===== src/rtl/note_key_encoder_if.sv =====
// Key/note bundle between the piano key matrix and the encoder.
// The state field carries the encoder FSM state for observation.
interface note_key_encoder_if;
  logic [8:0] key;
  logic [3:0] note;
  logic       note_on;
  logic       note_chg;
  logic [1:0] state;

  modport master (
    output key,
    input  note,
    input  note_on,
    input  note_chg,
    input  state
  );

  modport slave (
    input  key,
    output note,
    output note_on,
    output note_chg,
    output state
  );
endinterface


===== src/rtl/note_key_encoder.sv =====
// Piano key front end: synchronise, priority-encode and debounce nine keys into a note code.
// Optional macro SUSTAIN_EN holds the last note for SUSTAIN_CYCLES after full release.
module note_key_encoder #(
  parameter int DEBOUNCE_CYCLES = 4,
  parameter int SUSTAIN_CYCLES  = 16
) (
  input  logic            clk,
  input  logic            rst_n,
  note_key_encoder_if.slave bus
);

  typedef enum logic [1:0] {
    IDLE = 2'd0,
    PEND = 2'd1,
    HELD = 2'd2,
    SUST = 2'd3
  } state_t;

  localparam logic [7:0] CNT_MAX = 8'(DEBOUNCE_CYCLES - 1);

  // Out-of-range parameters elaborate this empty marker block.
  if (DEBOUNCE_CYCLES < 1 || DEBOUNCE_CYCLES > 255 ||
      SUSTAIN_CYCLES < 1 || SUSTAIN_CYCLES > 65535) begin : g_param_out_of_range
  end

  logic [8:0] s1, s2;
  logic [3:0] enc;
  logic [3:0] cand;
  logic [7:0] cnt;
  logic       stable;
  logic       commit;

  state_t     state, state_nx;
  logic [3:0] note, note_nx;
  logic       note_on;
  logic       note_chg, chg_nx;

`ifdef SUSTAIN_EN
  localparam logic [15:0] SUS_LOAD = 16'(SUSTAIN_CYCLES);
  logic [15:0] sus_cnt, sus_nx;
`endif

  // Iterating from the top down leaves the lowest pressed index in enc.
  always_comb begin
    enc = 4'd0;
    for (int i = 8; i >= 0; i--) begin
      if (s2[i]) enc = 4'(i + 1);
    end
  end

  assign stable = (enc == cand) && (cnt == CNT_MAX);
  assign commit = stable && (cand != note);

  always_ff @(posedge clk or negedge rst_n) begin
    if (!rst_n) begin
      s1   <= 9'd0;
      s2   <= 9'd0;
      cand <= 4'd0;
      cnt  <= 8'd0;
    end else begin
      s1 <= bus.key;
      s2 <= s1;
      if (enc != cand) begin
        cand <= enc;
        cnt  <= 8'd0;
      end else if (cnt < CNT_MAX) begin
        cnt <= cnt + 8'd1;
      end
    end
  end

  always_comb begin
    state_nx = state;
    note_nx  = note;
    chg_nx   = 1'b0;
`ifdef SUSTAIN_EN
    sus_nx   = sus_cnt;
    if (state == SUST) begin
      if (commit && (cand != 4'd0)) begin
        note_nx  = cand;
        chg_nx   = 1'b1;
        state_nx = HELD;
        sus_nx   = 16'd0;
      end else if (stable && (cand == note)) begin
        // The sustained key came back: resume holding without a pulse.
        state_nx = HELD;
        sus_nx   = 16'd0;
      end else if (sus_cnt <= 16'd1) begin
        note_nx  = 4'd0;
        chg_nx   = 1'b1;
        state_nx = IDLE;
        sus_nx   = 16'd0;
      end else begin
        sus_nx = sus_cnt - 16'd1;
      end
    end else if (commit && (cand == 4'd0)) begin
      state_nx = SUST;
      sus_nx   = SUS_LOAD;
    end else
`endif
    if (commit) begin
      note_nx  = cand;
      chg_nx   = 1'b1;
      state_nx = (cand != 4'd0) ? HELD : IDLE;
    end else if (cand != note) begin
      state_nx = PEND;
    end else begin
      state_nx = (note != 4'd0) ? HELD : IDLE;
    end
  end

  always_ff @(posedge clk or negedge rst_n) begin
    if (!rst_n) begin
      state    <= IDLE;
      note     <= 4'd0;
      note_on  <= 1'b0;
      note_chg <= 1'b0;
    end else begin
      state    <= state_nx;
      note     <= note_nx;
      note_on  <= (note_nx != 4'd0);
      note_chg <= chg_nx;
    end
  end

`ifdef SUSTAIN_EN
  always_ff @(posedge clk or negedge rst_n) begin
    if (!rst_n) sus_cnt <= 16'd0;
    else        sus_cnt <= sus_nx;
  end
`endif

  assign bus.note     = note;
  assign bus.note_on  = note_on;
  assign bus.note_chg = note_chg;
  assign bus.state    = state;

endmodule


===== src/flat_wrapper.sv =====
// flat-port wrapper written by rule: the top's interface ports become plain ports
module note_key_encoder_flat 
#(
  parameter int DEBOUNCE_CYCLES = 4,
  parameter int SUSTAIN_CYCLES  = 16
)
  (clk, rst_n, bus_key, bus_note, bus_note_on, bus_note_chg, bus_state);
  note_key_encoder_if bus_i ();
  input  logic clk;
  input  logic rst_n;
  input wire logic [$bits(bus_i.key)-1:0] bus_key;
  output wire logic [$bits(bus_i.note)-1:0] bus_note;
  output wire logic [$bits(bus_i.note_on)-1:0] bus_note_on;
  output wire logic [$bits(bus_i.note_chg)-1:0] bus_note_chg;
  output wire logic [$bits(bus_i.state)-1:0] bus_state;
  assign bus_i.key = bus_key;
  assign bus_note = bus_i.note;
  assign bus_note_on = bus_i.note_on;
  assign bus_note_chg = bus_i.note_chg;
  assign bus_state = bus_i.state;
  note_key_encoder #(.DEBOUNCE_CYCLES(DEBOUNCE_CYCLES), .SUSTAIN_CYCLES(SUSTAIN_CYCLES)) u_core (.clk(clk), .rst_n(rst_n), .bus(bus_i));
endmodule

===== config.mk =====
export PLATFORM = sky130hd
export DESIGN_NAME = note_key_encoder_flat
export DESIGN_NICKNAME = d
export VERILOG_FILES = /design/src/rtl/note_key_encoder_if.sv /design/src/rtl/note_key_encoder.sv /design/src/flat_wrapper.sv
export SDC_FILE = /design/constraint.sdc
export NUM_CORES = 1
export LEC_CHECK = 0
export CORE_MARGIN = 5
export CORE_UTILIZATION = 50
export CTS_CLUSTER_DIAMETER = 150
export DETAILED_ROUTE_END_ITERATION = 8
export GPL_TIMING_DRIVEN = 1
export PLACE_DENSITY = 0.73
export SLEW_MARGIN = 20
export SYNTH_ARGS = -nofsm -noshare
export SYNTH_HDL_FRONTEND = slang
export SYNTH_SLANG_ARGS = --single-unit
export TNS_END_PERCENT = 10

===== constraint.sdc =====
create_clock -name clk -period 2.9 [get_ports clk]
set_input_delay 0.29 -clock clk [delete_from_list [all_inputs] [get_ports clk]]
set_output_delay 0.29 -clock clk [all_outputs]
set_load 0.01 [all_outputs]

==> results of run 1 <==
stage by stage:
stage | std cells | hold WS, ns | setup slack (ns)
global placement | 157 | 0.332 | 0.589
detailed placement | 157 | 0.337 | 0.544
finish | 165 | 0.346 | 0.524
global route | 165 | 0.351 | 0.404
CTS | 165 | 0.352 | 0.530
floorplan | 107 | -0.00559 | 0.664
cell type report:
type	instances	area, um^2	area share, %
repair buffers	19	188	10.8
flip-flops and latches	38	951	54.5
well taps	31	38.8	2.22
multi-input cells	69	508	29.1
clock inverters	1	5.00	0.287
clock buffers	7	55.1	3.15
worst max-delay path by stage:
stage,start,end,slack (ns),cells past startpoint
finish,u_core.s2[4],u_core.bus.note[0],0.52,5
detailed placement,u_core.s2[4],u_core.bus.note[2],0.54,5
floorplan,u_core.s2[4],u_core.bus.note[0],0.66,5
global route,u_core.s2[4],u_core.cnt[1],0.40,5
global placement,u_core.s2[4],u_core.bus.note[1],0.59,5
CTS,u_core.s2[4],u_core.bus.note[0],0.53,5
power by group through the flow:
stage                     Combinational, mW  Clock, mW  Sequential (mW)
final                                0.0900      0.274            0.573
after global routing                  0.101      0.317            0.576
after floorplan                      0.0411          0            0.582
after global placement               0.0878          0            0.581
after CTS                            0.0918      0.289            0.573
after detailed placement             0.0913          0            0.584
registers in the layout, summed over array words and instances, names as in the netlist:
signal and cells:
u_core.bus.note_on 1, u_core.bus.note 4, u_core.bus.note_chg 1, u_core.cand 4, u_core.s1 9, u_core.s2 9
u_core.bus.state 2, u_core.cnt 8
Yosys cell counts, drive strengths merged:
cell / instances / area [um^2]
dfrtp: 38 / 951
nor2: 12 / 45.0
and2: 8 / 50.1
xor2: 5 / 43.8
mux2: 4 / 45.0
nand2b: 4 / 25.0
nor4: 4 / 31.3
a211oi: 3 / 27.5
nor3: 3 / 15.0
a2111o: 2 / 22.5
nor2b: 2 / 12.5
o21bai: 2 / 15.0
or4: 2 / 18.8
a2111oi: 1 / 27.5
a21boi: 1 / 7.51
and2b: 1 / 7.51
and3b: 1 / 8.76
ha: 1 / 12.5
mux2i: 1 / 10.0
nand2: 1 / 3.75
nand3: 1 / 5.00
nand4: 1 / 6.26
nor3b: 1 / 7.51
o21ai: 1 / 5.00
o311ai: 1 / 8.76
o31a: 1 / 8.76
o31ai: 1 / 7.51
o32ai: 1 / 8.76
or2: 1 / 6.26
or3: 1 / 6.26
or3b: 1 / 8.76
metal layers:
metal	vias up	part of all wire, %
li1	434	-
met2	22	49
met3	5	6.0
met4	0	2.0
met1	435	43
met5	-	0
worst reg2reg max path, cell delays in order, from the launching register on:
cell and delay, ns:
dfrtp_1 0.42, or4_4 0.57, nor4_2 0.29, a211oi_2 0.11, a2111oi_4 0.49, mux2_2 0.40
kinds of logic after synthesis:
logic type	count (synthesis)	synth area share [%]
and+or+nand+nor	44	17.7
DFF	38	65.2
AOI/OAI and AO/OA	14	9.52
xor gates and xnor gates	5	3.00
muxes	5	3.77
adders and majority gates	1	0.857
==> metrics.cfg, run 1 <==
[power]
clockPowerShare_pct = 29.3
ir_drop_v = 0.000429
p_per_area_nw_per_um2 = 537
switching_share_pct = 23.4
power.switching_mw = 0.219
p_leak_nw = 0.767
seqPwrFrac_pct = 61.1
p_int_mw = 0.718
p_comb_share_pct = 9.6
total_power_mw = 0.937

[grt]
grt_pass1_wl_mm = 4.05
grtUsageMet2_pct = 20.6
grt_max_degree = 39
grt_pass1_vias = 921
grt_overflow = 0
grt_usage_pct = 13.0
antenna_found_initial = 0
grt_busiest_layer = met2
met3_usage_pct = 5.43
grt_use_met1_pct = 15.2

[clock_tree]
postCtsSetupBuffers = 0
cts_root_buf = clkbuf_4
cts.reportedPaths.clkPinSlew_ns = 0.11
worstSkewPairLatency_ns = 0.33
cts_sinks = 38
cts_hold_buf = 0
htree_levels = 2
cts_tree = built
cts_buffers = 5
clock_path_buffers = 2
cts.repair.resized = 0

[placed_design]
io_buffers = 18
post-dp-hpwl_mm = 1.75
place_congestion = 0.757
place_area_um2 = 1690

[routing]
vias_per_cell = 5.43
drtIter0Drc = 31
wl_mm = 2.39
num_vias = 896
final_antenna_net_count = 0
drc = 0
post_drt_wl_per_cell_um = 14.5
firstDrtPassIters = 4

[worst_setup_path]
cp_data_arrival_time_ns = 2.61
r2r-start = u_core.s2[4]
reg2regPathDepth = 5
crit_type = reg2reg
crit_chain = or4_4 -> nor4_2 -> a211oi_2 -> a2111oi_4 -> mux2_2
cpPeakStageDelay_ns = 0.57
worstSetupStartpointType = flop
crit_slowest_cell = or4_4
path_delay_family = simple AND/OR/NAND/NOR gates
timing.rr.end = u_core.bus.note[0]
worstPathMaxFanout = 6
ff2ff_setup_slack_ns = 0.52
cp_num_buf_inv = 0
endpoint_kind = flop
worstPathRequired_ns = 3.13

[logic_synthesis]
ys_ff_latch = 38
synth_area_um2 = 1460
yosys_warnings = 0
syn_avg_cell_area_um2 = 13.6
synth_nets = 119
synth.distinct_cells = 34
synth-seq-area-share_pct = 65.2
syn_inst = 107

[floorplanning]
die_h_um = 64.0
row_count = 19
io-pin-count = 19
start_util_pct = 52.5
fp.dieW_um = 64.0
core_area_um2 = 2780
dieArea_um2 = 4100

[timing]
relSlewSlack_pct = 32.7
worst_pin_slew_ns = 0.997
setup-tns-final_ns = 0
final-max-slew-violation-count = 0
post-route-period-util_pct = 81.9
hold_viol_final = 0
setup_viol = 0
rsz0062_at_grt = false
fin_crit_ns = 2.38
skew_ns = 0.0115
fmax_mhz = 421

[cells_and_area]
drive_gt1_share_pct = 13.4
final_cell_mix = dfrtp_1, clkdlybuf4s50_1, nor2_1
final_common_cell = dfrtp_1
stdcell_area_um2 = 1750
area_growth_pct = 19.6
fin_util_pct = 62.8
final_nets = 145
n_antenna_cell = 0
fillCellCount = 227

[job]
drv_cap = 0

[hold_path]
hp-class = in2async

[status]
outcome = completed

Note: power is estimated with default switching activity, not from simulation.
==> inputs of run 2 (changes only) <==
- clock period: 2.9 -> 2.3 ns (I/O delays scaled with it)
==> run 2 against run 1 <==
Compared with the run above:
- worst hold slack got worse by 0.042 ns
- via count increased by 4.4%
- die area unchanged
- sequential share of layout area decreased by 2.5 points
- routed wire length increased by 8.4%
- critical path depth increased by 1
- design area increased by 5.2%
- maximum frequency increased by 5.7%
- global-route usage increased by 1.9 points
- sequential power increased by 26%
- utilization increased by 3.2 points
- clock power increased by 28%
==> metrics.cfg, run 2 (synthesis results as in run 1) <==
[status]
outcome = completed

[worst_setup_path]
r2r-start = u_core.s2[3]
worstPathMaxFanout = 5
cp-startpoint = u_core.s2[3]
worstPathRequired_ns = 2.53
endpoint_kind = flop
crit_type = reg2reg
cp_data_arrival_time_ns = 2.48
worstSetupStartpointType = flop
ff2ff_setup_slack_ns = 0.05
reg2regPathDepth = 6

[cells_and_area]
drive_gt1_share_pct = 21.3
final_nets = 152
reg.largest.list = u_core.s1: 9 flops, u_core.s2: 9 flops, u_core.cnt: 8 flops
area_growth_pct = 25.8
final_common_cell = dfrtp_1
final_cell_mix = dfrtp_1, clkdlybuf4s50_1, nor2_1
n_antenna_cell = 0

[floorplanning]
dieArea_um2 = 4100
die_h_um = 64.0
fp.dieW_um = 64.0
start_util_pct = 52.5
row_count = 19
io-pin-count = 19
core_area_um2 = 2780

[clock_tree]
cts_root_buf = clkbuf_4
worstSkewPairLatency_ns = 0.34
cts_tree = built
cts_sinks = 38
htree_levels = 2
cts_buffers = 5
cts.reportedPaths.clkPinSlew_ns = 0.11
clock_path_buffers = 2

[grt]
grt_usage_pct = 14.9
grt_pass1_vias = 1023
grt_max_degree = 39
grt_pass1_wl_mm = 4.64
antenna_found_initial = 0
grt_overflow = 0

[power]
total_power_mw = 1.20
p_per_area_nw_per_um2 = 655
seqPwrFrac_pct = 60.0
clockPowerShare_pct = 29.1
switching_share_pct = 23.8
p_comb_share_pct = 10.9
power.switching_mw = 0.286
p_leak_nw = 0.814
ir_drop_v = 0.000487
p_int_mw = 0.916

[routing]
firstDrtPassIters = 4
drtIter0Drc = 23
vias_per_cell = 5.44
final_antenna_net_count = 0
num_vias = 935
post_drt_wl_per_cell_um = 15.1
wl_mm = 2.60
drc = 0

[timing]
skew_ns = 0.0105
post-route-period-util_pct = 97.8
relSlewSlack_pct = 55.7
fmax_mhz = 445
fin_crit_ns = 2.25
final-max-slew-violation-count = 0
worst_pin_slew_ns = 0.659
fin_ws_ns = 0.0517
setup_viol = 0
hold_viol_final = 0

[job]
drv_cap = 0

[placed_design]
post-dp-hpwl_mm = 1.84
io_buffers = 18
place_congestion = 0.764
place_ws_ns = -0.0136

[hold_path]
hp-class = in2async

==> run 2: worst paths after layout <==
| kind | to |
|---|---|
| max | u_core.bus.note[1] |
| min | u_core.bus.state[1] |
| max reg2reg | u_core.bus.note[1] |
| min reg2reg | u_core.s2[3] |
| max in group asynchronous | u_core.s2[1] |
| min in group clk | u_core.s1[0] |
==> run 2: layout make-up <==
| class | count | area, um^2 |
|---|---|---|
| Clock inverter | 1 | 5.00 |
| Clock buffer | 7 | 55.1 |
| Fill cell | 220 | 946 |
| Multi-Input combinational cell | 69 | 543 |
| Timing Repair Buffer | 26 | 240 |
| Tap cell | 31 | 38.8 |
| Sequential cell | 38 | 953 |
==> run 2: through the flow <==
step	setup TNS, ns	cell area [um^2]	std cells	hold slack (ns)	util (%)
finish	0	1840	172	0.304	66.0
floorplan	0	1460	107	-0.0656	-
CTS	0	1790	170	0.310	64.4
global route	-0.0289	1840	172	0.292	66.0
global placement	0	1720	161	0.331	61.7
detailed placement	-0.0501	1720	161	0.336	61.7
==> run 2: power by group through the flow <==
stage | Clock (mW) | Sequential, mW | Combinational, mW
6_report | 0.350 | 0.721 | 0.131
2_1_floorplan | 0 | 0.734 | 0.0519
4_1_cts | 0.366 | 0.721 | 0.123
5_1_grt | 0.407 | 0.727 | 0.144
3_3_place_gp | 0 | 0.731 | 0.116
3_5_place_dp | 0 | 0.735 | 0.121
==> run 2: worst max-delay path: stages (launching register included) <==
cell and delay (ns):
dfrtp_1 0.41, or4_4 0.59, nor4_4 0.24, a211oi_4 0.08
a2111oi_4 0.32, buf_4 0.19, mux2_2 0.33
==> run 2: layer usage <==
metal / wire length, um / GRT usage (%) / vias to the layer above
met2: 1300 / 23.0 / 23
met1: 1050 / 17.6 / 450
met5: 0 / 0 / -
met4: 91 / 8.57 / 0
li1: - / - / 454
met3: 152 / 5.60 / 8
==> run 2: timing repair <==
action,4_1_cts,5_1_grt
setup buffers,1,2
pin swaps,2,3
gates resized for setup,1,8
hold buffers,0,0
endpoints found under the setup margin,5,5
